`src/rtl/wb_bram_port_ctrl.sv`:
```
// Wishbone B4 pipelined slave driving one port of a registered-output BRAM, with byte-select RMW writes.
// Optional macro WB_BRAM_PORT_ERR_EN: out-of-range addresses terminate with o_wb_err instead of aliasing.
module wb_bram_port_ctrl #(
    parameter int DATA_WIDTH = 32,
    parameter int ADDR_WIDTH = 10,
    parameter int MEM_WORDS  = 1024
) (
    input  logic                      i_clk,
    input  logic                      i_reset,
    input  logic                      i_wb_cyc,
    input  logic                      i_wb_stb,
    input  logic                      i_wb_we,
    input  logic [ADDR_WIDTH-1:0]     i_wb_addr,
    input  logic [DATA_WIDTH-1:0]     i_wb_data,
    input  logic [DATA_WIDTH/8-1:0]   i_wb_sel,
    output logic                      o_wb_stall,
    output logic                      o_wb_ack,
    output logic [DATA_WIDTH-1:0]     o_wb_data,
    output logic                      o_wb_err,
    output logic                      o_mem_en,
    output logic                      o_mem_we,
    output logic [ADDR_WIDTH-1:0]     o_mem_addr,
    output logic [DATA_WIDTH-1:0]     o_mem_din,
    input  logic [DATA_WIDTH-1:0]     i_mem_dout
);

    localparam int SEL_WIDTH = DATA_WIDTH / 8;
    localparam int AW1       = ADDR_WIDTH + 1;

    if ((DATA_WIDTH % 8) != 0 || MEM_WORDS > (1 << ADDR_WIDTH)) begin : g_bad_cfg
        $error("wb_bram_port_ctrl: DATA_WIDTH must be a multiple of 8 and MEM_WORDS <= 2**ADDR_WIDTH");
    end

    typedef enum logic [1:0] {
        IDLE     = 2'd0,
        RMW_RD   = 2'd1,
        RMW_WAIT = 2'd2,
        RMW_WR   = 2'd3
    } state_t;

    state_t                 state;
    logic                   accept;
    logic                   full_sel;
    logic                   zero_sel;
    logic                   range_err;
    logic                   rmw_done;
    logic                   vld_p0;
    logic                   vld_p1;
    logic [DATA_WIDTH-1:0]  wdata_p0;
    logic [SEL_WIDTH-1:0]   sel_p0;

    function automatic logic [DATA_WIDTH-1:0] merge_bytes(
        input logic [DATA_WIDTH-1:0] wr_word,
        input logic [DATA_WIDTH-1:0] rd_word,
        input logic [SEL_WIDTH-1:0]  sel
    );
        logic [DATA_WIDTH-1:0] merged;
        merged = rd_word;
        for (int b = 0; b < SEL_WIDTH; b++) begin
            if (sel[b]) merged[8*b +: 8] = wr_word[8*b +: 8];
        end
        return merged;
    endfunction

    assign accept   = i_wb_cyc && i_wb_stb && !o_wb_stall;
    assign full_sel = &i_wb_sel;
    assign zero_sel = ~|i_wb_sel;
    assign rmw_done = (state == RMW_WR);

`ifdef WB_BRAM_PORT_ERR_EN
    localparam logic [ADDR_WIDTH:0] MEM_LIMIT = AW1'(MEM_WORDS);

    logic err_p0;
    logic err_p1;

    assign range_err = ({1'b0, i_wb_addr} >= MEM_LIMIT);

    // Error path mirrors the ack pipeline so err lands with full-word latency.
    always_ff @(posedge i_clk) begin
        if (i_reset) begin
            err_p0   <= 1'b0;
            err_p1   <= 1'b0;
            o_wb_err <= 1'b0;
        end else begin
            err_p0   <= accept && range_err;
            err_p1   <= err_p0 && i_wb_cyc;
            o_wb_err <= err_p1 && i_wb_cyc;
        end
    end
`else
    assign range_err = 1'b0;
    assign o_wb_err  = 1'b0;
`endif

    always_ff @(posedge i_clk) begin
        if (i_reset) begin
            state      <= IDLE;
            o_wb_stall <= 1'b0;
            o_wb_ack   <= 1'b0;
            o_wb_data  <= '0;
            o_mem_en   <= 1'b0;
            o_mem_we   <= 1'b0;
            o_mem_addr <= '0;
            o_mem_din  <= '0;
            vld_p0     <= 1'b0;
            vld_p1     <= 1'b0;
        end else begin
            // p1 -> p2: BRAM dout is valid now; capture it and raise the ack.
            vld_p1   <= vld_p0 && i_wb_cyc;
            o_wb_ack <= (vld_p1 || rmw_done) && i_wb_cyc;
            if (vld_p1) o_wb_data <= i_mem_dout;

            // p0: default to an idle port; each state below may claim it.
            vld_p0   <= 1'b0;
            o_mem_en <= 1'b0;
            o_mem_we <= 1'b0;

            case (state)
                IDLE: begin
                    if (accept) begin
                        o_mem_addr <= i_wb_addr;
                        o_mem_din  <= i_wb_data;
                        wdata_p0   <= i_wb_data;
                        sel_p0     <= i_wb_sel;
                        if (!range_err) begin
                            if (!i_wb_we || full_sel) begin
                                o_mem_en <= 1'b1;
                                o_mem_we <= i_wb_we;
                                vld_p0   <= 1'b1;
                            end else if (zero_sel) begin
                                vld_p0   <= 1'b1;
                            end else begin
                                o_mem_en   <= 1'b1;
                                o_wb_stall <= 1'b1;
                                state      <= RMW_RD;
                            end
                        end
                    end
                end
                RMW_RD: begin
                    if (!i_wb_cyc) begin
                        o_wb_stall <= 1'b0;
                        state      <= IDLE;
                    end else begin
                        state      <= RMW_WAIT;
                    end
                end
                RMW_WAIT: begin
                    if (!i_wb_cyc) begin
                        o_wb_stall <= 1'b0;
                        state      <= IDLE;
                    end else begin
                        o_mem_en  <= 1'b1;
                        o_mem_we  <= 1'b1;
                        o_mem_din <= merge_bytes(wdata_p0, i_mem_dout, sel_p0);
                        state     <= RMW_WR;
                    end
                end
                RMW_WR: begin
                    o_wb_stall <= 1'b0;
                    state      <= IDLE;
                end
                default: begin
                    o_wb_stall <= 1'b0;
                    state      <= IDLE;
                end
            endcase
        end
    end

endmodule

```
`config.mk`:
```
export PLATFORM = sky130hd
export DESIGN_NAME = wb_bram_port_ctrl
export DESIGN_NICKNAME = d
export VERILOG_FILES = /design/src/rtl/wb_bram_port_ctrl.sv
export SDC_FILE = /design/constraint.sdc
export NUM_CORES = 1
export LEC_CHECK = 0
export ABC_CLOCK_PERIOD_IN_PS = 2600
export CELL_PAD_IN_SITES_DETAIL_PLACEMENT = 0
export CELL_PAD_IN_SITES_GLOBAL_PLACEMENT = 1
export CORE_MARGIN = 8
export CORE_UTILIZATION = 31
export DETAILED_ROUTE_END_ITERATION = 8
export GPL_TIMING_DRIVEN = 0
export PLACE_DENSITY_LB_ADDON = 0.1
export SETUP_SLACK_MARGIN = 0.1
export SYNTH_ARGS = -nofsm -noshare
export SYNTH_HDL_FRONTEND = slang
export SYNTH_SLANG_ARGS = --single-unit
```
`constraint.sdc`:
```
create_clock -name i_clk -period 2.6 [get_ports i_clk]
set_input_delay 0.52 -clock i_clk [delete_from_list [all_inputs] [get_ports i_clk]]
set_output_delay 0.52 -clock i_clk [all_outputs]
set_load 0.05 [all_outputs]
```
Yosys cells after proc, flatten, opt, wreduce, memory -nomap -nowiden --
Index checks and enable logic that the tools add are counted.
Word-level totals: latch bits 0, input bits 83, register bits after elaboration 118, ROM bits 0, word-level logic and storage cells 70, bits in writable memories 0, memories 0, output and inout port bits 79
Operators by class: divide/modulo/power cells 0, order comparisons 0, $mul 0, equal/unequal tests 8, reductions and logical operators 19, muxes and demuxes 28, shift operators 0, add/sub/neg operators 0, bitwise operators 3
Operators with widths (number):
- $mux 32 | 2
- $pmux 32 s2 | 1
- $mux 8 | 4
- $mux 1 | 12
- $mux 2 | 5
- $ne 2x2->1 const B | 5
- $reduce_and 3->1 | 3
- $pmux 2 s4 | 1
- $reduce_and 4->1 | 2
- $eq 2x2->1 const B | 2
- $logic_and 1x1->1 | 4
- $pmux 1 s2 | 2
- $reduce_or 4->1 | 1
- $not 1->1 | 3
- $pmux 1 s3 | 1
- $reduce_or 3->1 | 1
- $eq 2x1->1 const B | 1
- $logic_not 1->1 | 2
- $logic_not 2->1 | 1
- $logic_or 1x1->1 | 2
- $reduce_and 2->1 | 1
- $reduce_bool 2->1 | 1
- $reduce_or 2->1 | 1

Depth between registers and ports, before layout --
Gate-level depths: netlist (run 1).
depth in word-level cells 5, depth in mapped cells 8, mapped depth without buffers 6

Least setup slack after synthesis (run 1) --
Ideal clock, no wire load.
path type reg-to-reg, from reg state[0], to reg sel_p0[0] (enable), library setup time 0.431 ns, setup slack -0.190 ns, clock period less this slack 2.790 ns, data required time 2.169 ns, buffers on the path 0, cell stages (with the launch flop) 5, arrival 2.360 ns, path through dfxtp_1 -> inv_1 -> ha_1 -> nand4b_1 -> nor2_1
On the way: longest elaborated chain between the ends 2
RTL lines:
- start: declaration | RTL line 41 | state_t state;
- start signal: assignment | RTL line 97 | state <= IDLE;
- start signal: assignment | RTL line 135 | state <= RMW_RD;
- start signal: assignment | RTL line 143 | state <= IDLE;
- $logic_not 2->1 | RTL line 118 | case (state)
- $reduce_and 3->1 (no line)
- end signal: assignment | RTL line 124 | sel_p0 <= i_wb_sel;
- end: declaration | RTL line 50 | logic [SEL_WIDTH-1:0] sel_p0;
No other way between the ends. A chain may end at the register's enable or synchronous reset.

Worst setup path in the final report (run 1) --
from reg o_wb_stall, to out o_wb_stall
RTL lines:
- start: declaration | RTL line 16 | output logic o_wb_stall,
- start signal: assignment | RTL line 98 | o_wb_stall <= 1'b0;
- start signal: assignment | RTL line 134 | o_wb_stall <= 1'b1;
- start signal: assignment | RTL line 142 | o_wb_stall <= 1'b0;
No word-level cell between the ends.

==> metrics, run 1 <==
Num CTS Buffers 17; commonest non-fill, non-tap cell in the layout clkdlybuf4s50_1; Final Max Tran Viols 0; Post-Syn Area 4730 um2; remaining antenna violation count 0; Fmax 450 MHz; Syn Nets 539; Detailed Place HPWL 10700 um; endpoints failing hold 0; I/O Buffers 158; insertion delay to the later sink of the worst-skew pair 420 ps; most frequent cells in the layout clkdlybuf4s50_1 (158), nand2_1 (84), dfxtp_1 (82); minimum clock period after layout 2220 ps; WL final 14700 um; H-tree levels 4; Seq cells post-synth 118; outcome finished, final reports clean; Buf/Inv on CP 1; Max-Cap Viols 0; NetSw 1.31 mW; register area share after synthesis 57.6%; global route overflow 0; Syn. warnings 0; CTS resizes 0; clock sinks 118; Netlist cell types 32; Final setup viols 0; ANT cells 0; area occupied by multi-input gates 1820 um2; Longest Clk Path Bufs 2; Setup Crit Path Kind reg -> out; gr usage total 15.4%; layout filler cell count 1382; first-pass GRT wire length 22900 um; clock skew 7.68 ps; via count 3885; Vias/cell 4.68; worst path cell trace clkdlybuf4s50_1; post-CTS setup buffer count 0; 1st-iter DRT viols 145; Hold WS 405 ps; largest stage delay on the critical path 890 ps; Hold Buf Count CTS 0; Clk pin slew, worst setup/hold paths 50 ps; Slew @ Worst Pin 633 ps; Core Rows 45; CTS tree yes; Setup TNS Final 0 ps; Die Area 19500 um2; power share of the sequential group 41.4%; RD Place Congestion 0.778; DIE WIDTH 140 um; post-place setup slack 127 ps; final period utilization 85.5%; worst setup margin 376 ps; TritonRoute pass-1 iters 4; share of cells above drive strength 1 5.76%; combinational power share 16.2%; P&R area growth vs syn 50.1%; Hold Path Class reg -> reg; Worst Path Required 2080 ps; power per cell area 693 nW/um2; Storage cell area 2720 um2; DR DRC count 0; leakage power total 2.47 nW; wire per inst 17.7 um; Slew HR 57.4%; Critical Path Start Type flop; internal power 3.61 mW; Layout Nets 717; IO Count 162; Initial Util 31.5%; initial antenna violation count 0; Crit Path Max Fanout 5; peak supply drop 0.000401 V; RSZ-0062 raised after global routing no; synthesized area per cell 10.5 um2; Setup crit end kind output port; Die Y-Extent 140 um; CTS root buf clkbuf_16; overall power 4.92 mW; core area 15000 um2; pin count of the biggest net entering global routing 31; clock share of power 42.5%; CP arrival 1700 ps; slowest CP cell clkdlybuf4s50_1; vias in the first global route 4116; cell family with most CP delay buffers and inverters; Syn Inst Count 451; Net Sw Frac 26.6%
-- final timing paths --
check	from	endpoint	slack, ps	cells after the start
max reg2reg	state[0]	o_mem_din[1]	380	7
min	vld_p0	vld_p1	400	2
min reg2reg	vld_p0	vld_p1	400	2
max	o_wb_stall	o_wb_stall	380	1
-- final cells by class --
cell class / count / share of cell area [%]
inverters: 6 / 0.317
plain buffers: 35 / 2.41
well taps: 188 / 3.31
clock inverters: 6 / 0.388
clock buffers: 26 / 7.03
multi-input cells: 292 / 25.6
flip-flops and latches: 118 / 38.4
repair buffers: 159 / 22.6
-- synth_stat cells, drive strengths merged --
cell | number | area share (%)
a211oi | 2 | 0.32
a21oi | 46 | 4.9
a32oi | 1 | 0.19
and3b | 1 | 0.19
and4 | 1 | 0.19
buf | 12 | 1.6
clkbuf | 23 | 2.0
conb | 1 | 0.079
dfxtp | 82 | 35
edfxtp | 36 | 23
ha | 5 | 1.3
inv | 6 | 0.48
mux2i | 65 | 14
nand2 | 84 | 6.7
nand2b | 2 | 0.26
nand3b | 1 | 0.42
nand4b | 1 | 0.19
nor2 | 40 | 3.2
nor2b | 1 | 0.13
nor4 | 2 | 0.26
o211ai | 32 | 5.1
o21a | 1 | 0.16
o21ai | 1 | 0.11
o31a | 1 | 0.19
o41a | 1 | 0.24
o41ai | 1 | 0.19
or2b | 1 | 0.19
or4 | 1 | 0.16
-- metrics by stage --
stage          utilization (%)  area [um2]  cells
6_report                  47.2        7100    830
5_1_grt                   47.2        7100    830
4_1_cts                   47.2        7100    830
3_5_place_dp              43.7        6570    798
3_3_place_gp              43.6        6550    797
2_1_floorplan                -        4730    451
-- sequential cells by signal, summed over array words and instances (netlist names) --
signal and flops:
o_mem_addr 10, o_wb_ack 1, state 2, o_mem_en 1
vld_p0 1, o_mem_din 32, wdata_p0 32, o_wb_stall 1
o_wb_data 32, vld_p1 1, sel_p0 4, o_mem_we 1
-- power by group through the flow --
stage,Clock [mW],Sequential (mW),Combinational (mW)
floorplan,0,2.26,0.247
global placement,0,2.07,0.789
detailed placement,0,2.07,0.799
CTS,2.15,2.04,0.804
global route,2.23,2.04,0.851
finish,2.09,2.04,0.795
-- kinds of logic (layout without fill, tap and decap cells) --
kind of cell / Yosys count / in the layout / share of synthesized area (%)
AOI/OAI and AO/OA: 86 / 86 / 11.3
adders and majority gates: 5 / 5 / 1.32
buffers and inverters: 41 / 232 / 4.10
DFF: 118 / 118 / 57.6
muxes: 65 / 65 / 13.8
other: 1 / 1 / 0.0793
and+or+nand+nor: 135 / 135 / 11.8
-- metal layers --
metal / vias to the layer above / routed length [um] / share of wire [%] / track usage (%)
met3: 16 / 1180 / 8.0 / 7.59
met5: - / 0 / 0 / 0
met1: 1802 / 6600 / 45 / 17.7
met4: 0 / 156 / 1.1 / 5.03
li1: 1936 / - / - / -
met2: 131 / 6780 / 46 / 24.5
Note: power is estimated with default switching activity, not from simulation.
==> inputs of run 2 (changes only) <==
--- a/config.mk
+++ b/config.mk
@@ -5,7 +5,7 @@
 export SDC_FILE = /design/constraint.sdc
 export NUM_CORES = 1
 export LEC_CHECK = 0
-export ABC_CLOCK_PERIOD_IN_PS = 2600
+export ABC_CLOCK_PERIOD_IN_PS = 2000
 export CELL_PAD_IN_SITES_DETAIL_PLACEMENT = 0
 export CELL_PAD_IN_SITES_GLOBAL_PLACEMENT = 1
 export CORE_MARGIN = 8
@@ -13,7 +13,7 @@
 export DETAILED_ROUTE_END_ITERATION = 8
 export GPL_TIMING_DRIVEN = 0
 export PLACE_DENSITY_LB_ADDON = 0.1
-export SETUP_SLACK_MARGIN = 0.1
+export SETUP_SLACK_MARGIN = 0.05
 export SYNTH_ARGS = -nofsm -noshare
 export SYNTH_HDL_FRONTEND = slang
 export SYNTH_SLANG_ARGS = --single-unit
==> constraint.sdc (replaced) <==
create_clock -name i_clk -period 2 [get_ports i_clk]
set_input_delay 0.4 -clock i_clk [delete_from_list [all_inputs] [get_ports i_clk]]
set_output_delay 0.4 -clock i_clk [all_outputs]
set_load 0.05 [all_outputs]
==> metrics, run 2 (synthesis gave the netlist of run 1 again) <==
WL final 14700 um (-0.26%); outcome finished, final reports clean; biggest regs o_mem_din (32), o_wb_data (32), wdata_p0 (32); Worst Path Required 2290 ps (+210 ps); IO Count 162 (unchanged); Num CTS Buffers 17 (unchanged); Clk pin slew, worst setup/hold paths 50 ps (about the same); DR DRC count 0 (unchanged); Crit Path Max Fanout 4 (-1); R2R Path End wdata_p0[14]; Placed Cells incl. Taps 797 (-0.13%); CP arrival 2160 ps (+460 ps); I/O Buffers 158 (unchanged); clock skew 11.2 ps (+3.54 ps); Initial Util 31.5% (unchanged); area occupied by multi-input gates 1850 um2 (+1.9%); Hold WS 318 ps (-87.0 ps); CTS root buf clkbuf_16; most frequent cells in the layout nand2_1 (84), dfxtp_1 (82), clkdlybuf4s50_1 (80); Setup TNS Final 0 ps (unchanged); P&R area growth vs syn 51.0%; Vias/cell 4.63 (-1.0%); via count 3868 (-0.44%); Die Y-Extent 140 um (unchanged); worst setup margin 130 ps (-246 ps); reg-to-reg slack, setup 160 ps (-220 ps); Hold Path Class in -> reg; core area 15000 um2 (unchanged); endpoints failing hold 0 (unchanged); 1st-iter DRT viols 167 (+15%); post-place setup slack -758 ps (-885 ps); first-pass GRT wire length 23500 um (+2.5%); worst hold path startpoint i_wb_cyc; peak supply drop 0.000510 V (+27%); clock sinks 118 (unchanged); initial antenna violation count 0 (unchanged); Die Area 19500 um2 (unchanged); Hold Buf Count CTS 0 (unchanged); CTS tree yes; insertion delay to the later sink of the worst-skew pair 410 ps (about the same); Setup crit end kind flop; Storage cell area 2720 um2 (unchanged); final instance area 7140 um2 (+0.60%); Fmax 535 MHz; vias in the first global route 4199 (+2.0%); remaining antenna violation count 0 (unchanged); Critical Path Start Type input pin; Max-Cap Viols 0 (unchanged); Post-Layout Cell Count 835 (+0.60%); TritonRoute pass-1 iters 4 (unchanged); WHS Path Cells 3 (+1); wire per inst 17.6 um (-0.86%); Slew @ Worst Pin 653 ps (+20.1 ps); RSZ-0062 raised after global routing yes; Worst R2R Path Depth 5 (-2); worst hold path endpoint o_mem_en; H-tree levels 4 (unchanged); gr usage total 15.7% (+0.33 points); Longest Clk Path Bufs 2 (unchanged); Setup Crit Path Kind in -> reg; final period utilization 93.5%; leakage power total 2.91 nW (+18%); RD Place Congestion 0.742 (-4.6%); pin count of the biggest net entering global routing 17 (-45%); share of cells above drive strength 1 9.27% (+3.5 points); layout filler cell count 1428 (+3.3%); Placed Area 6550 um2 (-0.30%); ANT cells 0 (unchanged); minimum clock period after layout 1870 ps; Layout Nets 722 (+0.70%); power per cell area 909 nW/um2 (+31%); overall power 6.49 mW (+32%); DIE WIDTH 140 um (unchanged); Slew HR 56.5% (-0.95 points); global route overflow 0 (unchanged); Final setup viols 0 (unchanged); Core Rows 45 (unchanged); reg2reg start state[0]; Final Max Tran Viols 0 (unchanged); final core occ 47.5% (+0.28 points); commonest non-fill, non-tap cell in the layout nand2_1; Detailed Place HPWL 10900 um (+1.7%)
## run 2: cell types whose count changed in the layout (fill, tap and decap cells not counted), sizes merged
cell / change
clkinv: -3
clkdlybuf4s50: -78
dlygate4sd2: +78
clkbuf: +7
nor2: +1
## run 2: worst max-delay path: stages
cell and delay [ps]:
clkdlybuf4s50_1 460, and4_1 260, o41a_1 420, or4_1 530
o41ai_1 90
## run 2: repair_timing
item / 4_1_cts / 5_1_grt
setup endpoints to repair: 147 / 73
cloned: 1 / 0
buffers inserted: 5 / 0
pin swaps: 2 / 0
gates resized for setup: 89 / 15
hold endpoints to repair: 0 / 0
## run 2: cell type report
cell class	count	share of cell area, %
inverters	6	0.315
well taps	188	3.29
multi-input cells	293	26.0
plain buffers	35	2.75
clock buffers	29	7.71
repair buffers	163	21.7
flip-flops and latches	118	38.1
clock inverters	3	0.193
## run 2: per-layer routing
metal / vias to the layer above / global-route usage (%) / part of all wire [%]
li1: 1952 / - / -
met1: 1794 / 18.6 / 45
met2: 114 / 25.4 / 48
met3: 8 / 7.05 / 7.0
met4: 0 / 4.16 / 0.82
met5: - / 0 / 0
## run 2: worst max-delay path by stage
stage | cells past startpoint | endpoint | startpoint
2_1_floorplan | 4 | sel_p0[0] | state[0]
4_1_cts | 8 | o_mem_din[7] | state[0]
6_report | 5 | state[1] | i_wb_sel[3]
5_1_grt | 8 | o_mem_din[7] | state[0]
3_3_place_gp | 3 | wdata_p0[9] | i_wb_stb
3_5_place_dp | 3 | wdata_p0[11] | i_wb_stb
## run 2: report_power, final
group,total (mW),switching [mW],internal [mW]
combinational,1.02,0.628,0.388
clock,2.83,0.992,1.84
sequential,2.64,0.0505,2.59
